--- config.mk ---
export PLATFORM = sky130hd
export DESIGN_NAME = mux_n_1_arb_flat
export DESIGN_NICKNAME = d
export VERILOG_FILES = /design/src/rtl/mux_n_1_arb_if.sv /design/src/rtl/mux_n_1_arb.sv /design/src/flat_wrapper.sv
export SDC_FILE = /design/constraint.sdc
export NUM_CORES = 1
export LEC_CHECK = 0
export ABC_AREA = 1
export CELL_PAD_IN_SITES_DETAIL_PLACEMENT = 1
export CELL_PAD_IN_SITES_GLOBAL_PLACEMENT = 2
export CORE_MARGIN = 1.5
export CORE_UTILIZATION = 20
export CTS_CLUSTER_SIZE = 8
export DETAILED_ROUTE_END_ITERATION = 12
export GPL_TIMING_DRIVEN = 0
export PLACE_DENSITY = 0.86
export SYNTH_ARGS = -nofsm -noshare
export SYNTH_HDL_FRONTEND = slang
export SYNTH_SLANG_ARGS = --single-unit
export TNS_END_PERCENT = 100
--- constraint.sdc ---
create_clock -name i_clk -period 4.2 [get_ports i_clk]
set_input_delay 0.84 -clock i_clk [delete_from_list [all_inputs] [get_ports i_clk]]
set_output_delay 0.84 -clock i_clk [all_outputs]
set_load 0.02 [all_outputs]
--- src/rtl/mux_n_1_arb_if.sv ---
// Handshake/bus bundle for mux_n_1_arb.
// Ports: i_mode/i_sel_code select the source, i_code/i_valid carry N_CH input channels,
//        o_ready is the per-channel accept, o_f/o_sel_code/o_valid/i_ready form the output handshake.
interface mux_n_1_arb_if #(
  parameter int N_CH  = 8,
  parameter int WIDTH = 8,
  parameter int SEL_W = $clog2(N_CH)
);
  logic                  i_mode;
  logic [SEL_W-1:0]      i_sel_code;
  logic [N_CH*WIDTH-1:0] i_code;
  logic [N_CH-1:0]       i_valid;
  logic [N_CH-1:0]       o_ready;
  logic [WIDTH-1:0]      o_f;
  logic [SEL_W-1:0]      o_sel_code;
  logic                  o_valid;
  logic                  i_ready;

  // Mux side: consumes selects/channels/downstream ready, produces accepts and the output beat.
  modport slave (
    input  i_mode, i_sel_code, i_code, i_valid, i_ready,
    output o_ready, o_f, o_sel_code, o_valid
  );

  // Environment side: the mirror image.
  modport master (
    output i_mode, i_sel_code, i_code, i_valid, i_ready,
    input  o_ready, o_f, o_sel_code, o_valid
  );
endinterface

--- src/rtl/mux_n_1_arb.sv ---
// N-channel registered mux with fixed-select or round-robin grant into a one-entry output stage.
// Latency: a transfer at edge n is visible on o_f/o_sel_code/o_valid right after edge n.
// Backpressure: o_ready only asserts when the stage is empty or draining this cycle (load_en).
// Ports: i_clk, i_rst (async active-high) plain; everything else through mux_n_1_arb_if.slave.
module mux_n_1_arb #(
  parameter int N_CH  = 8,
  parameter int WIDTH = 8
) (
  input  logic          i_clk,
  input  logic          i_rst,
  mux_n_1_arb_if.slave  bus
);
  localparam int SEL_W = $clog2(N_CH);

  typedef enum logic {
    ST_EMPTY = 1'b0,
    ST_FULL  = 1'b1
  } state_e;

  state_e           state_q, state_d;
  logic [WIDTH-1:0] f_q, f_d;
  logic [SEL_W-1:0] sel_q, sel_d;
  logic [SEL_W-1:0] rr_ptr_q, rr_ptr_d;

  logic             grant_vld;
  logic [SEL_W-1:0] grant_idx;
  logic [SEL_W-1:0] rr_idx;
  logic [WIDTH-1:0] grant_dat;
  logic             load_en;
  logic             xfer;

  // Grant evaluation. Fixed mode compares against every legal index, so an
  // out-of-range select code simply matches nothing.
  always_comb begin
    grant_vld = 1'b0;
    grant_idx = '0;
    rr_idx    = '0;
    if (!bus.i_mode) begin
      for (int k = 0; k < N_CH; k++) begin
        if (bus.i_sel_code == SEL_W'(k) && bus.i_valid[k]) begin
          grant_vld = 1'b1;
          grant_idx = SEL_W'(k);
        end
      end
    end else begin
      // Search starts one past the last round-robin winner and wraps.
      for (int k = 1; k <= N_CH; k++) begin
        rr_idx = SEL_W'((int'(rr_ptr_q) + k) % N_CH);
        if (!grant_vld && bus.i_valid[rr_idx]) begin
          grant_vld = 1'b1;
          grant_idx = rr_idx;
        end
      end
    end
  end

  always_comb begin
    grant_dat = '0;
    for (int k = 0; k < N_CH; k++) begin
      if (grant_idx == SEL_W'(k)) begin
        grant_dat = bus.i_code[k*WIDTH +: WIDTH];
      end
    end
  end

  assign load_en = (state_q == ST_EMPTY) || bus.i_ready;
  // No accept while reset is held, so a beat is never lost mid-reset.
  assign xfer    = load_en && grant_vld && !i_rst;

  always_comb begin
    bus.o_ready = '0;
    for (int k = 0; k < N_CH; k++) begin
      bus.o_ready[k] = xfer && (grant_idx == SEL_W'(k));
    end
  end

  always_comb begin
    state_d  = state_q;
    f_d      = f_q;
    sel_d    = sel_q;
    rr_ptr_d = rr_ptr_q;
    if (xfer) begin
      state_d = ST_FULL;
      f_d     = grant_dat;
      sel_d   = grant_idx;
      if (bus.i_mode) begin
        rr_ptr_d = grant_idx;
      end
    end else if (state_q == ST_FULL && bus.i_ready) begin
      state_d = ST_EMPTY;
    end
  end

  always_ff @(posedge i_clk or posedge i_rst) begin
    if (i_rst) begin
      state_q  <= ST_EMPTY;
      f_q      <= '0;
      sel_q    <= '0;
      rr_ptr_q <= SEL_W'(N_CH - 1);
    end else begin
      state_q  <= state_d;
      f_q      <= f_d;
      sel_q    <= sel_d;
      rr_ptr_q <= rr_ptr_d;
    end
  end

  assign bus.o_f        = f_q;
  assign bus.o_sel_code = sel_q;
  assign bus.o_valid    = (state_q == ST_FULL);
endmodule

--- src/flat_wrapper.sv ---
// flat-port wrapper written by rule: the top's interface ports become plain ports
module mux_n_1_arb_flat 
#(
  parameter int N_CH  = 8,
  parameter int WIDTH = 8
)
  (i_clk, i_rst, bus_i_mode, bus_i_sel_code, bus_i_code, bus_i_valid, bus_i_ready, bus_o_ready, bus_o_f, bus_o_sel_code, bus_o_valid);
  mux_n_1_arb_if #(.N_CH(N_CH), .WIDTH(WIDTH)) bus_i ();
  input  logic i_clk;
  input  logic i_rst;
  input wire logic [$bits(bus_i.i_mode)-1:0] bus_i_mode;
  input wire logic [$bits(bus_i.i_sel_code)-1:0] bus_i_sel_code;
  input wire logic [$bits(bus_i.i_code)-1:0] bus_i_code;
  input wire logic [$bits(bus_i.i_valid)-1:0] bus_i_valid;
  input wire logic [$bits(bus_i.i_ready)-1:0] bus_i_ready;
  output wire logic [$bits(bus_i.o_ready)-1:0] bus_o_ready;
  output wire logic [$bits(bus_i.o_f)-1:0] bus_o_f;
  output wire logic [$bits(bus_i.o_sel_code)-1:0] bus_o_sel_code;
  output wire logic [$bits(bus_i.o_valid)-1:0] bus_o_valid;
  assign bus_i.i_mode = bus_i_mode;
  assign bus_i.i_sel_code = bus_i_sel_code;
  assign bus_i.i_code = bus_i_code;
  assign bus_i.i_valid = bus_i_valid;
  assign bus_i.i_ready = bus_i_ready;
  assign bus_o_ready = bus_i.o_ready;
  assign bus_o_f = bus_i.o_f;
  assign bus_o_sel_code = bus_i.o_sel_code;
  assign bus_o_valid = bus_i.o_valid;
  mux_n_1_arb #(.N_CH(N_CH), .WIDTH(WIDTH)) u_core (.i_clk(i_clk), .i_rst(i_rst), .bus(bus_i));
endmodule
==> results.tsv <==
metric	value	unit
status	completed	
holdCritPathClass	register to register	
fin_total_pwr	0.00315	W
ant_nets	0	
fp.dieArea	0.0110	mm^2
worstMarginPinSlew	0.576	ns
pwr-share-seq	8.2	%
synth_area	0.00207	mm^2
yosysWarnings	0	
cp_data_required_time	3.36	ns
die_y	105	um
synth_top_flop_cell	dfrtp_1	
power.internal	0.00131	W
dpl_cell_area	0.00322	mm^2
overflow	0	
critPathArrivalTime	3.18	ns
cts_sinks	15	
ios	99	
critPathMaxFanout	10	
cts_tree	done	
wire_per_inst	16.0	um
dpl.hpwl	7800	um
cts.clk_slew.worst_paths	0.06	ns
grt_pass1_wl	15200	um
synth_seq_cells	15	
via_count	2873	
grt_max_degree	17	
peakVddDrop	276	uV
drt_iter0_markers	129	
core	0.00991	mm^2
htree_levels	1	
cts-root-buf	clkbuf_8	
firstDrtPassIters	4	
period_minus_slack	4.02	ns
place_congestion	0.786	
finalCritPeriodShare	95.7	%
drc_errors	0	
avgSynthCellArea	5.74	um^2
start_kind	register	
nets	559	
rows	36	
postCtsHoldBufs	0	
grt_usage	17.2	%
synth-edff-count	0	
port_buffers	98	
skew	0.00316	ns
async_flop_share	100	%
p_sw_share	58.5	%
crit_type	register to output pin	
tns	0	ns
antenna_found_initial	0	
clkPwrFrac	3.6	%
via_per_inst	4.71	
drv_slew	0	
switchingPower	0.00185	W
fillCellCount	1277	
final_area	0.00359	mm^2
initial_utilization	20.9	%
netlist_instances	361	
antennaDiodeCount	0	
holdWs	0.482	ns
syn2layout_area_growth	73.4	%
maxSlewHeadroom	61.5	%
syn-num-nets	442	
drive_above_1_share	22.9	%
cts_buffers	3	
ys_seq_area_share	18.3	%
clock_latency	0.25	ns
drv_cap	0	
fmax	0.249	GHz
setup_viol	0	
final_util	36.2	%
end_kind	output pin	
power_density	878	mW/mm^2
hold_viol	0	
ys_types	35	
p_leak	1.67	nW
die_width	105	um
drt-total-wl	9730	um
ctsLongestPathBuffers	2	
pwr-share-comb	88.1	%
grt_pass1_vias	3016	
## flip-flops by register name, indices dropped and copies added (netlist names)
register	count
u_core.bus.o_f	8
u_core.bus.o_sel_code	3
u_core.bus.o_valid	1
u_core.rr_ptr_q	3
## logic make-up after synthesis
kind of cell	count (synthesis)	synth area share (%)
AO/OA/AOI/OAI	26	7.49
AND/OR/NAND/NOR	272	61.9
XOR/XNOR	3	1.99
flip-flops	15	18.3
buffers and inverters	43	9.06
adder cells (fa/ha/maj)	2	1.21
## power groups by stage
| stage | clock, W | combinational [W] | sequential [W] |
|---|---|---|---|
| final | 0.000114 | 0.00278 | 0.000259 |
| after detailed placement | 0 | 0.00232 | 0.000260 |
| after global routing | 0.000126 | 0.00306 | 0.000269 |
| after floorplan | 0 | 0.00154 | 0.000315 |
| after CTS | 0.000119 | 0.00249 | 0.000260 |
| after global placement | 0 | 0.00228 | 0.000261 |
## placed cells by master (no fill, tap or decap), types with 7 or more instances in the layout
master	n
a21oi_1	8
buf_4	22
clkdlybuf4s50_1	82
dfrtp_1	12
dlymetal6s2s_1	7
inv_1	27
nand2_1	83
nand2_2	22
nand3_1	54
nand3_2	13
nand4_1	28
nor2_1	47
nor2_4	7
o21ai_0	9
## metal layers
metal  global-route usage, %  share of wire, %  wire length, um  vias to the layer above
met3                    1.62               2.9              286                        9
met1                    22.9                47             4530                     1360
met2                    29.2                49             4790                       62
li1                        -                 -                -                     1442
met4                    4.99               1.3              125                        0
met5                       0                 0                0                        -
## area by class of cell
class,count,area [um^2],share of cell area [%]
multi-input cells,303,1710,47.6
repair buffers,113,1080,30.1
flip-flops and latches,15,379,10.6
well taps,133,166,4.63
inverters,33,131,3.66
plain buffers,9,81.3,2.26
clock buffers,4,45.0,1.25
## worst max-delay path: stages (launching register included)
cell and delay (ns):
dfstp_2 0.54, buf_6 0.11, inv_4 0.07, ha_4 0.32, nand3_1 0.15, nand3_2 0.13
nand2_2 0.10, nor2_4 0.15, nand4_4 0.11, nor2_4 0.20, nand2_2 0.08, o21ai_1 0.12
inv_1 0.06, nand2_2 0.09, nand2_4 0.09, buf_8 0.16, nor4_2 0.27, buf_4 0.19
## cell usage after synthesis, types with 3 or more instances
cell type | n | area share [%]
nand2_2 | 5 | 1.5
nand2_1 | 102 | 18
buf_2 | 7 | 1.7
o21ai_0 | 10 | 2.4
a21oi_1 | 9 | 2.2
nand4_1 | 28 | 8.5
inv_1 | 27 | 4.9
nor2_4 | 6 | 3.3
dfrtp_1 | 12 | 15
nor2_1 | 49 | 8.9
nor3_1 | 4 | 0.97
inv_2 | 5 | 0.91
nand3_1 | 67 | 16
dfstp_2 | 3 | 3.8
## final timing paths
check	from	to	slack [ns]	cells after the start
min in group asynchronous	i_rst	u_core.bus.o_sel_code[0]$_DFFE_PP0P_	0.95	2
max reg2reg	u_core.rr_ptr_q[1]$_DFFE_PP1P_	u_core.bus.o_f[7]$_DFFE_PP0P_	0.73	20
max in group asynchronous	i_rst	u_core.bus.o_f[4]$_DFFE_PP0P_	2.87	2
min reg2reg	u_core.bus.o_f[3]$_DFFE_PP0P_	u_core.bus.o_f[3]$_DFFE_PP0P_	0.48	2
max	u_core.rr_ptr_q[1]$_DFFE_PP1P_	bus_o_ready[4]	0.18	17
min	u_core.bus.o_f[3]$_DFFE_PP0P_	u_core.bus.o_f[3]$_DFFE_PP0P_	0.48	2
## through the flow
stage | instances | setup WS [ns]
after global routing | 610 | -0.0185
after detailed placement | 592 | -0.612
after global placement | 592 | -0.573
after CTS | 602 | -0.00301
final | 610 | 0.179
after floorplan | 361 | 0.228
## timing repair
item / 4_1_cts / 5_1_grt
endpoints found under the setup margin: 8 / 8
pin swaps: 4 / 6
gates resized for setup: 56 / 55
buffers inserted: 6 / 9
Note: power is estimated with default switching activity, not from simulation.
